<file path="config.mk">
export PLATFORM = sky130hd
export DESIGN_NAME = nfc_buf
export DESIGN_NICKNAME = d
export VERILOG_FILES = /design/src/rtl/nfc_buf.sv
export SDC_FILE = /design/constraint.sdc
export NUM_CORES = 1
export LEC_CHECK = 0
export CAP_MARGIN = 20
export CORE_ASPECT_RATIO = 0.7
export CORE_MARGIN = 2
export CORE_UTILIZATION = 45
export CTS_BUF_LIST = sky130_fd_sc_hd__clkbuf_8
export DETAILED_ROUTE_END_ITERATION = 7
export GPL_TIMING_DRIVEN = 0
export SLEW_MARGIN = 20
export SYNTH_ARGS = -nofsm -noshare
export SYNTH_HDL_FRONTEND = slang
export SYNTH_SLANG_ARGS = --single-unit
</file>
<file path="constraint.sdc">
create_clock -name clk -period 3.7 [get_ports clk]
set_clock_uncertainty 0.1 [all_clocks]
set_input_delay 0.37 -clock clk [delete_from_list [all_inputs] [get_ports clk]]
set_output_delay 0.37 -clock clk [all_outputs]
set_load 0.02 [all_outputs]
</file>
<file path="src/rtl/nfc_buf.sv">
// nfc_buf: host <-> flash circular data buffer with direction-selected push/pop sides.
// Define NFC_BUF_LEVEL_EN to expose buf_level and buf_half.
module nfc_buf #(
  parameter int DAT_WID = 16,
  parameter int AW      = 4
) (
  input  logic               clk,
  input  logic               rst_n,
  input  logic               buf_dir,
  input  logic               buf_flush,
  input  logic               host_wr,
  input  logic [DAT_WID-1:0] host_wdata,
  output logic               host_wr_rdy,
  input  logic               host_rd,
  output logic [DAT_WID-1:0] host_rdata,
  output logic               host_rd_vld,
  input  logic               nfif_data_rd,
  output logic               nfif_rd_rdy,
  output logic [DAT_WID-1:0] nfif_data_in,
  input  logic               nfif_data_wr,
  input  logic [DAT_WID-1:0] nfif_data_out,
  output logic               nfif_wr_rdy,
  output logic               buf_empty,
  output logic               buf_err
`ifdef NFC_BUF_LEVEL_EN
  ,
  output logic [AW:0]        buf_level,
  output logic               buf_half
`endif
);
  localparam int DEPTH = 1 << AW;
  logic [DAT_WID-1:0] r_mem [DEPTH];
  logic [AW-1:0]      r_wr_ptr, r_rd_ptr;
  logic [AW:0]        r_level;
  logic               r_pend, r_err, r_host_vld, r_nfif_rdy;
  logic [DAT_WID-1:0] r_host_dat, r_nfif_dat;
  logic               w_full, w_empty, w_push_req, w_pop_req, w_push, w_pop, w_ovf, w_unf;
  logic [DAT_WID-1:0] w_push_dat;
  assign w_full     = r_level == (AW+1)'(DEPTH);
  assign w_empty    = r_level == '0;
  assign w_push_req = buf_dir ? host_wr : nfif_data_wr;
  assign w_push_dat = buf_dir ? host_wdata : nfif_data_out;
  // A parked flash-side request keeps asking until data arrives
  assign w_pop_req  = buf_dir ? (nfif_data_rd | r_pend) : host_rd;
  assign w_pop      = w_pop_req & !w_empty;
  assign w_push     = w_push_req & (!w_full | w_pop);
  assign w_ovf      = w_push_req & w_full & !w_pop;
  assign w_unf      = !buf_dir & host_rd & w_empty;
  assign host_wr_rdy  = !w_full & buf_dir;
  assign nfif_wr_rdy  = !w_full & !buf_dir;
  assign buf_empty    = w_empty;
  assign buf_err      = r_err;
  assign host_rdata   = r_host_dat;
  assign host_rd_vld  = r_host_vld;
  assign nfif_data_in = r_nfif_dat;
  assign nfif_rd_rdy  = r_nfif_rdy;
`ifdef NFC_BUF_LEVEL_EN
  assign buf_level = r_level;
  assign buf_half  = r_level >= (AW+1)'(DEPTH / 2);
`endif
  always_ff @(posedge clk) begin
    if (w_push & !buf_flush) r_mem[r_wr_ptr] <= w_push_dat;
  end
  always_ff @(posedge clk or negedge rst_n) begin
    if (!rst_n) begin
      r_wr_ptr   <= '0;
      r_rd_ptr   <= '0;
      r_level    <= '0;
      r_pend     <= 1'b0;
      r_err      <= 1'b0;
      r_host_vld <= 1'b0;
      r_nfif_rdy <= 1'b0;
      r_host_dat <= '0;
      r_nfif_dat <= '0;
    end else if (buf_flush) begin
      r_wr_ptr   <= '0;
      r_rd_ptr   <= '0;
      r_level    <= '0;
      r_pend     <= 1'b0;
      r_err      <= 1'b0;
      r_host_vld <= 1'b0;
      r_nfif_rdy <= 1'b0;
    end else begin
      if (w_push) r_wr_ptr <= r_wr_ptr + AW'(1);
      if (w_pop) r_rd_ptr <= r_rd_ptr + AW'(1);
      r_level <= r_level + {{AW{1'b0}}, w_push} - {{AW{1'b0}}, w_pop};
      if (buf_dir & w_pop) r_pend <= 1'b0;
      else if (buf_dir & nfif_data_rd & w_empty) r_pend <= 1'b1;
      if (w_ovf | w_unf) r_err <= 1'b1;
      r_host_vld <= w_pop & !buf_dir;
      r_nfif_rdy <= w_pop & buf_dir;
      if (w_pop & !buf_dir) r_host_dat <= r_mem[r_rd_ptr];
      if (w_pop & buf_dir) r_nfif_dat <= r_mem[r_rd_ptr];
    end
  end
endmodule

</file>
==> flow_summary.json, run 1 <==
{
  "outcome": "finished clean",
  "r2r-start": "r_level[2]",
  "syn_inst": 631,
  "grt_pass1_wl_microns": 41200,
  "dp_cells": 1075,
  "yosys.area.top_type": "edfxtp_1",
  "port_buffers": 77,
  "htree_num_levels": 2,
  "synth_adder_area_share_pct": 1.18,
  "fp.dieH_microns": 142,
  "cts.sink_count": 305,
  "r2r-end": "r_level[4]",
  "overflow": 0,
  "fmax_ghz": 0.328,
  "drive_above_1_share_pct": 27.0,
  "nFillCells": 2107,
  "grt_usage_pct": 20.0,
  "synth-compound-area-share_pct": 2.64,
  "grt_pass1_vias": 6615,
  "synthMuxAreaShare_pct": 16.9,
  "drtAntennaViolNets": 0,
  "power_density_nw_per_um2": 635,
  "start_util_pct": 45.9,
  "synth_seq_cells": 305,
  "cts_buffers": 47,
  "synth_xor_area_share_pct": 0.356,
  "num_vias": 6409,
  "areaGrowthSynthToFinish_pct": 18.1,
  "tightest_slew_ns": 1.15,
  "clockBufferDepth": 3,
  "hold_violations": 0,
  "synth_warnings": 0,
  "p_sw_w": 0.00262,
  "switching_share_pct": 28.3,
  "end_kind": "flop",
  "synth_top_family_by_area": "multiplexers",
  "synth_cell_type_count": 44,
  "async_flop_share_pct": 16.1,
  "ir_drop_mv": 0.263,
  "drt-total-wl_microns": 28300,
  "dieArea_sq_um": 28700,
  "power_w": 0.00924,
  "p_int_w": 0.00662,
  "n_antenna_cell": 0,
  "p_clk_share_pct": 30.3,
  "hp-class": "input pin to async pin",
  "drt_iter0_drc": 533,
  "synth_area_leaders": "edfxtp_1 (62%), mux4_2 (10%), dfrtp_1 (10%), mux2_2 (2.9%), mux2_4 (2.1%)",
  "grt_max_degree": 32,
  "worstPathMaxFanout": 6,
  "drv_cap": 0,
  "dp.final_hpwl_microns": 17900,
  "avgSynthCellArea_sq_um": 19.5,
  "yosysSeqAreaShare_pct": 72.4,
  "cts_tree": "done",
  "arrival_ns": 3.42,
  "p_seq_share_pct": 45.0,
  "rsz0062_at_grt": "false",
  "synthTopCellsByCount": "edfxtp_1 (256), mux4_2 (56), dfrtp_1 (49)",
  "r2r_cells": 14,
  "synthFlopType": "edfxtp_1",
  "cts_resized": 0,
  "period_share_pct": 82.5,
  "stdcell_count": 1156,
  "wl_per_cell_microns": 24.5,
  "rrSetupSlack_ns": 0.65,
  "power.leakage_nw": 4.95,
  "comb_power_share_pct": 24.7,
  "vias_per_cell": 5.54,
  "place_ws_ns": 0.284,
  "die_w_microns": 202,
  "drv_slew": 0,
  "fp.coreArea_sq_um": 26800,
  "crit_type": "flop to flop",
  "antenna_found_initial": 0,
  "place_congestion": 0.800,
  "rows": 50,
  "final_core_util_pct": 54.2,
  "fin_ws_ns": 0.647,
  "drc_errors": 0,
  "cts.clk_slew.worst_paths_ns": 0.07,
  "critical_path.startpoint_type": "flop",
  "nets": 812,
  "cts_root_buf": "clkbuf_8",
  "relSlewSlack_pct": 23.1,
  "worstSkewPairLatency_ns": 0.57,
  "io_pins": 78,
  "synth_edf_count": 256,
  "first_pass_iters": 5,
  "syn_nets": 682,
  "finalSetupViolations": 0,
  "netlist_area_sq_um": 12300,
  "finalCriticalPeriod_ns": 3.05,
  "yosysTopAreaCellShare_pct": 62.4,
  "yosys.area_share.simple_pct": 4.71,
  "synth.most_common_cell": "edfxtp_1",
  "cp_data_required_time_ns": 4.07
}
-- worst max-delay path, stage by stage (launching register included) --
cell      delay (ns)
dfrtp_1         0.35
inv_1           0.06
ha_1            0.20
or4b_4          0.24
clkinv_4        0.08
a21oi_1         0.36
nand3_1         0.20
o21ai_0         0.13
ha_1            0.20
inv_1           0.06
fa_1            0.41
nor2b_1         0.17
o21bai_1        0.11
nand3_1         0.10
nor3b_1         0.20
-- what timing repair did --
item,CTS,global route
hold buffers,1,0
setup endpoints to repair,0,0
setup buffers,0,0
endpoints found under the hold margin,18,0
-- registers in the layout, summed over array words and instances (netlist names) --
signal / cells
host_rd_vld: 1
r_wr_ptr: 4
r_pend: 1
nfif_data_in: 16
r_mem: 256
r_level: 5
r_rd_ptr: 4
buf_err: 1
host_rdata: 16
nfif_rd_rdy: 1
-- how the worst max path moves through the flow --
stage                           from     endpoint  slack (ns)  cells after the start
after global routing      r_level[2]   r_level[4]        0.32                     14
after CTS                 r_level[2]  r_mem[4][4]        0.57                      7
after global placement       buf_dir  r_mem[3][1]       -0.16                      5
after floorplan           r_level[3]   r_level[4]        0.97                     13
after detailed placement     buf_dir   r_level[4]        0.28                     12
final                     r_level[2]   r_level[4]        0.65                     14
-- layout make-up --
cell class,count,area [sq um],share of cell area (%)
Inverter,13,56.3,0.387
Sequential cell,305,8910,61.3
Clock inverter,27,196,1.35
Clock buffer,53,729,5.01
Timing Repair Buffer,81,826,5.68
Tap cell,364,455,3.13
Multi-Input combinational cell,284,3200,22.0
Buffer,29,173,1.19
-- cell families after synthesis --
family                   after synthesis
flip-flops                           305
multiplexers                         117
AND/OR/NAND/NOR                      108
AO/OA/AOI/OAI                         43
buffers and inverters                 42
adder cells (fa/ha/maj)               11
XOR/XNOR                               5
-- metrics by stage --
step                TNS [ns]  hold WS, ns  instance area [sq um]
floorplan                  0      -0.0256                  12300
detailed placement         0        0.240                  13600
global placement       -2.78        0.388                  13500
CTS                        0        0.169                  14500
global route               0        0.184                  14500
finish                     0        0.183                  14500
-- power by group through the flow --
stage	sequential [W]	combinational [W]	clock (W)
finish	0.00416	0.00228	0.00280
global route	0.00419	0.00244	0.00299
CTS	0.00416	0.00231	0.00285
detailed placement	0.00423	0.00230	0
global placement	0.00421	0.00225	0
floorplan	0.00442	0.00121	0
-- per-layer routing --
layer	vias up	track usage (%)	wire, microns
li1	2791	-	-
met1	3320	29.9	13100
met2	236	29.3	12500
met3	62	4.62	1930
met4	0	6.42	761
met5	-	0	0
-- cell usage in the layout, fill, tap and decap left out, types with 14 or more instances in the layout --
cell type,count
edfxtp_1,256
clkdlybuf4s50_1,76
mux4_2,56
clkbuf_8,53
dfrtp_1,49
nand3_1,34
mux2_2,32
inv_1,20
nand2_1,17
mux2_4,17
nor2_1,14
clkbuf_1,14
(Power assumes the default switching activity.)
==> inputs of run 2 (changes only) <==
--- a/config.mk
+++ b/config.mk
@@ -12,6 +12,7 @@
 export CTS_BUF_LIST = sky130_fd_sc_hd__clkbuf_8
 export DETAILED_ROUTE_END_ITERATION = 7
 export GPL_TIMING_DRIVEN = 0
+export PLACE_DENSITY = 0.66
 export SLEW_MARGIN = 20
 export SYNTH_ARGS = -nofsm -noshare
 export SYNTH_HDL_FRONTEND = slang
==> constraint.sdc (replaced) <==
create_clock -name clk -period 2.65 [get_ports clk]
set_clock_uncertainty 0.1 [all_clocks]
set_input_delay 0.265 -clock clk [delete_from_list [all_inputs] [get_ports clk]]
set_output_delay 0.265 -clock clk [all_outputs]
set_load 0.02 [all_outputs]
==> flow_summary.json, run 2 (synthesis results as in run 1) <==
{
  "outcome": "complete, but fails checks",
  "violations": "negative setup slack",
  "nets": 829,
  "switching_share_pct": 29.4,
  "drt-total-wl_microns": 28700,
  "die_w_microns": 202,
  "critical_path.startpoint_type": "flop",
  "place_congestion": 0.867,
  "p_clk_share_pct": 27.0,
  "p_int_w": 0.00892,
  "cts_root_buf": "clkbuf_8",
  "ir_drop_mv": 0.613,
  "drv_slew": 0,
  "grt_pass1_wl_microns": 42000,
  "worstSkewPairLatency_ns": 0.55,
  "finalCriticalPeriod_ns": 2.68,
  "end_kind": "flop",
  "fmax_ghz": 0.373,
  "cts.clk_slew.worst_paths_ns": 0.07,
  "first_pass_iters": 5,
  "finalSetupViolations": 1,
  "drtAntennaViolNets": 0,
  "hold_violations": 0,
  "grt_util_met2_pct": 31.4,
  "power.leakage_nw": 5.04,
  "io_pins": 78,
  "vias_per_cell": 5.58,
  "clockBufferDepth": 3,
  "r2r-end": "r_level[4]",
  "antenna_found_initial": 0,
  "p_sw_w": 0.00372,
  "rrSetupSlack_ns": -0.03,
  "grt_usage_pct": 20.2,
  "dp.final_hpwl_microns": 18100,
  "start_util_pct": 45.9,
  "wl_per_cell_microns": 24.4,
  "r2r-start": "r_level[3]",
  "post_dp_cell_area_sq_um": 13600,
  "layout_common_cells": "edfxtp_1 (256), clkdlybuf4s50_1 (75), mux4_2 (56), dfrtp_1 (49), clkbuf_8 (47)",
  "tightest_slew_ns": 0.914,
  "largest_reg_flops": 256,
  "n_antenna_cell": 0,
  "p_seq_share_pct": 46.0,
  "hp-class": "input pin to async pin",
  "drt_iter0_drc": 809,
  "dieArea_sq_um": 28700,
  "rsz0062_at_grt": "true",
  "port_buffers": 77,
  "drive_above_1_share_pct": 30.7,
  "arrival_ns": 3.00,
  "relSlewSlack_pct": 39.1,
  "globalRouteMet1Util_pct": 29.3,
  "crit_type": "flop to flop",
  "regMostFlops": "r_mem",
  "cts_tree": "done",
  "overflow": 0,
  "drv_cap": 0,
  "fp.dieH_microns": 142,
  "worstPathMaxFanout": 4,
  "htree_num_levels": 2,
  "period_share_pct": 101,
  "stdcell_count": 1176,
  "cts_buffers": 44,
  "num_vias": 6558,
  "cp_data_required_time_ns": 2.97,
  "r2r_cells": 13,
  "areaGrowthSynthToFinish_pct": 19.9,
  "cts.sink_count": 305,
  "grt.busiest_layer": "met2",
  "power_density_nw_per_um2": 856,
  "drc_errors": 0,
  "power_w": 0.0126,
  "dp_cells": 1075,
  "fp.coreArea_sq_um": 26800,
  "rows": 50,
  "final_area_sq_um": 14800,
  "grt_pass1_vias": 6670,
  "grt_max_degree": 31,
  "gr-usage-met3_pct": 4.88,
  "comb_power_share_pct": 27.0,
  "final_core_util_pct": 55.0,
  "layout_commonest_cell": "edfxtp_1",
  "fin_ws_ns": -0.0344
}
run 2: cell types whose count changed in the layout (fill, tap and decap cells not counted), sizes merged:
cell and delta:
dlygate4sd2 +1, buf +20, bufinv -3, clkbuf -6, inv +9, clkinv +1
clkdlybuf4s50 -1, clkinvlp -1
run 2: final cells by class:
class                   count  area (sq um)
plain buffers              29           179
clock buffers              47           647
clock inverters            33           144
fillers                  2037         12100
inverters                  13          56.3
multi-input cells         284          3320
flip-flops and latches    305          8910
well taps                 364           455
repair buffers            101          1050
run 2: stage by stage:
step | TNS [ns] | setup WS, ns | hold WS (ns)
4_1_cts | -2.48 | -0.0749 | 0.0972
2_1_floorplan | 0 | 0.00999 | -0.131
5_1_grt | -0.159 | -0.159 | 0.126
6_report | -0.0344 | -0.0344 | 0.106
3_3_place_gp | -145.16 | -1.10 | 0.382
3_5_place_dp | -93.05 | -0.607 | 0.154
run 2: worst max-delay path, stage by stage (launching register included):
cell and delay [ns]:
dfrtp_1 0.39, inv_2 0.09, ha_4 0.13, or4b_4 0.49
clkinv_4 0.09, a21oi_4 0.04, o21ai_2 0.15, ha_2 0.20
inv_2 0.04, fa_2 0.34, nor2b_2 0.13, o21bai_1 0.10
a21oi_1 0.20, nor3b_2 0.07
run 2: worst max path at each step:
stage                              end  startpoint
after detailed placement   r_mem[6][1]     buf_dir
after global routing        r_level[4]  r_level[3]
after floorplan             r_level[4]  r_level[3]
after global placement     r_mem[3][1]     buf_dir
final                       r_level[4]  r_level[3]
after CTS                 r_mem[10][0]  r_level[2]
run 2: layer usage:
metal	up-vias	part of all wire [%]
met4	0	1.5
li1	2835	-
met3	44	7.8
met1	3409	44
met2	270	46
met5	-	0
run 2: power groups by stage:
stage	Combinational [W]	Clock (W)	Sequential, W
after floorplan	0.00170	0	0.00617
after global placement	0.00313	0	0.00589
final	0.00341	0.00341	0.00582
after global routing	0.00364	0.00368	0.00586
after detailed placement	0.00321	0	0.00591
after CTS	0.00336	0.00347	0.00582
run 2: what timing repair did:
item                                    4_1_cts  5_1_grt
endpoints found under the setup margin      251      120
buffers inserted                              8       12
hold buffers                                  1        0
pin swaps                                     7        8
resized for setup                            27       21
hold endpoints to repair                     49        0
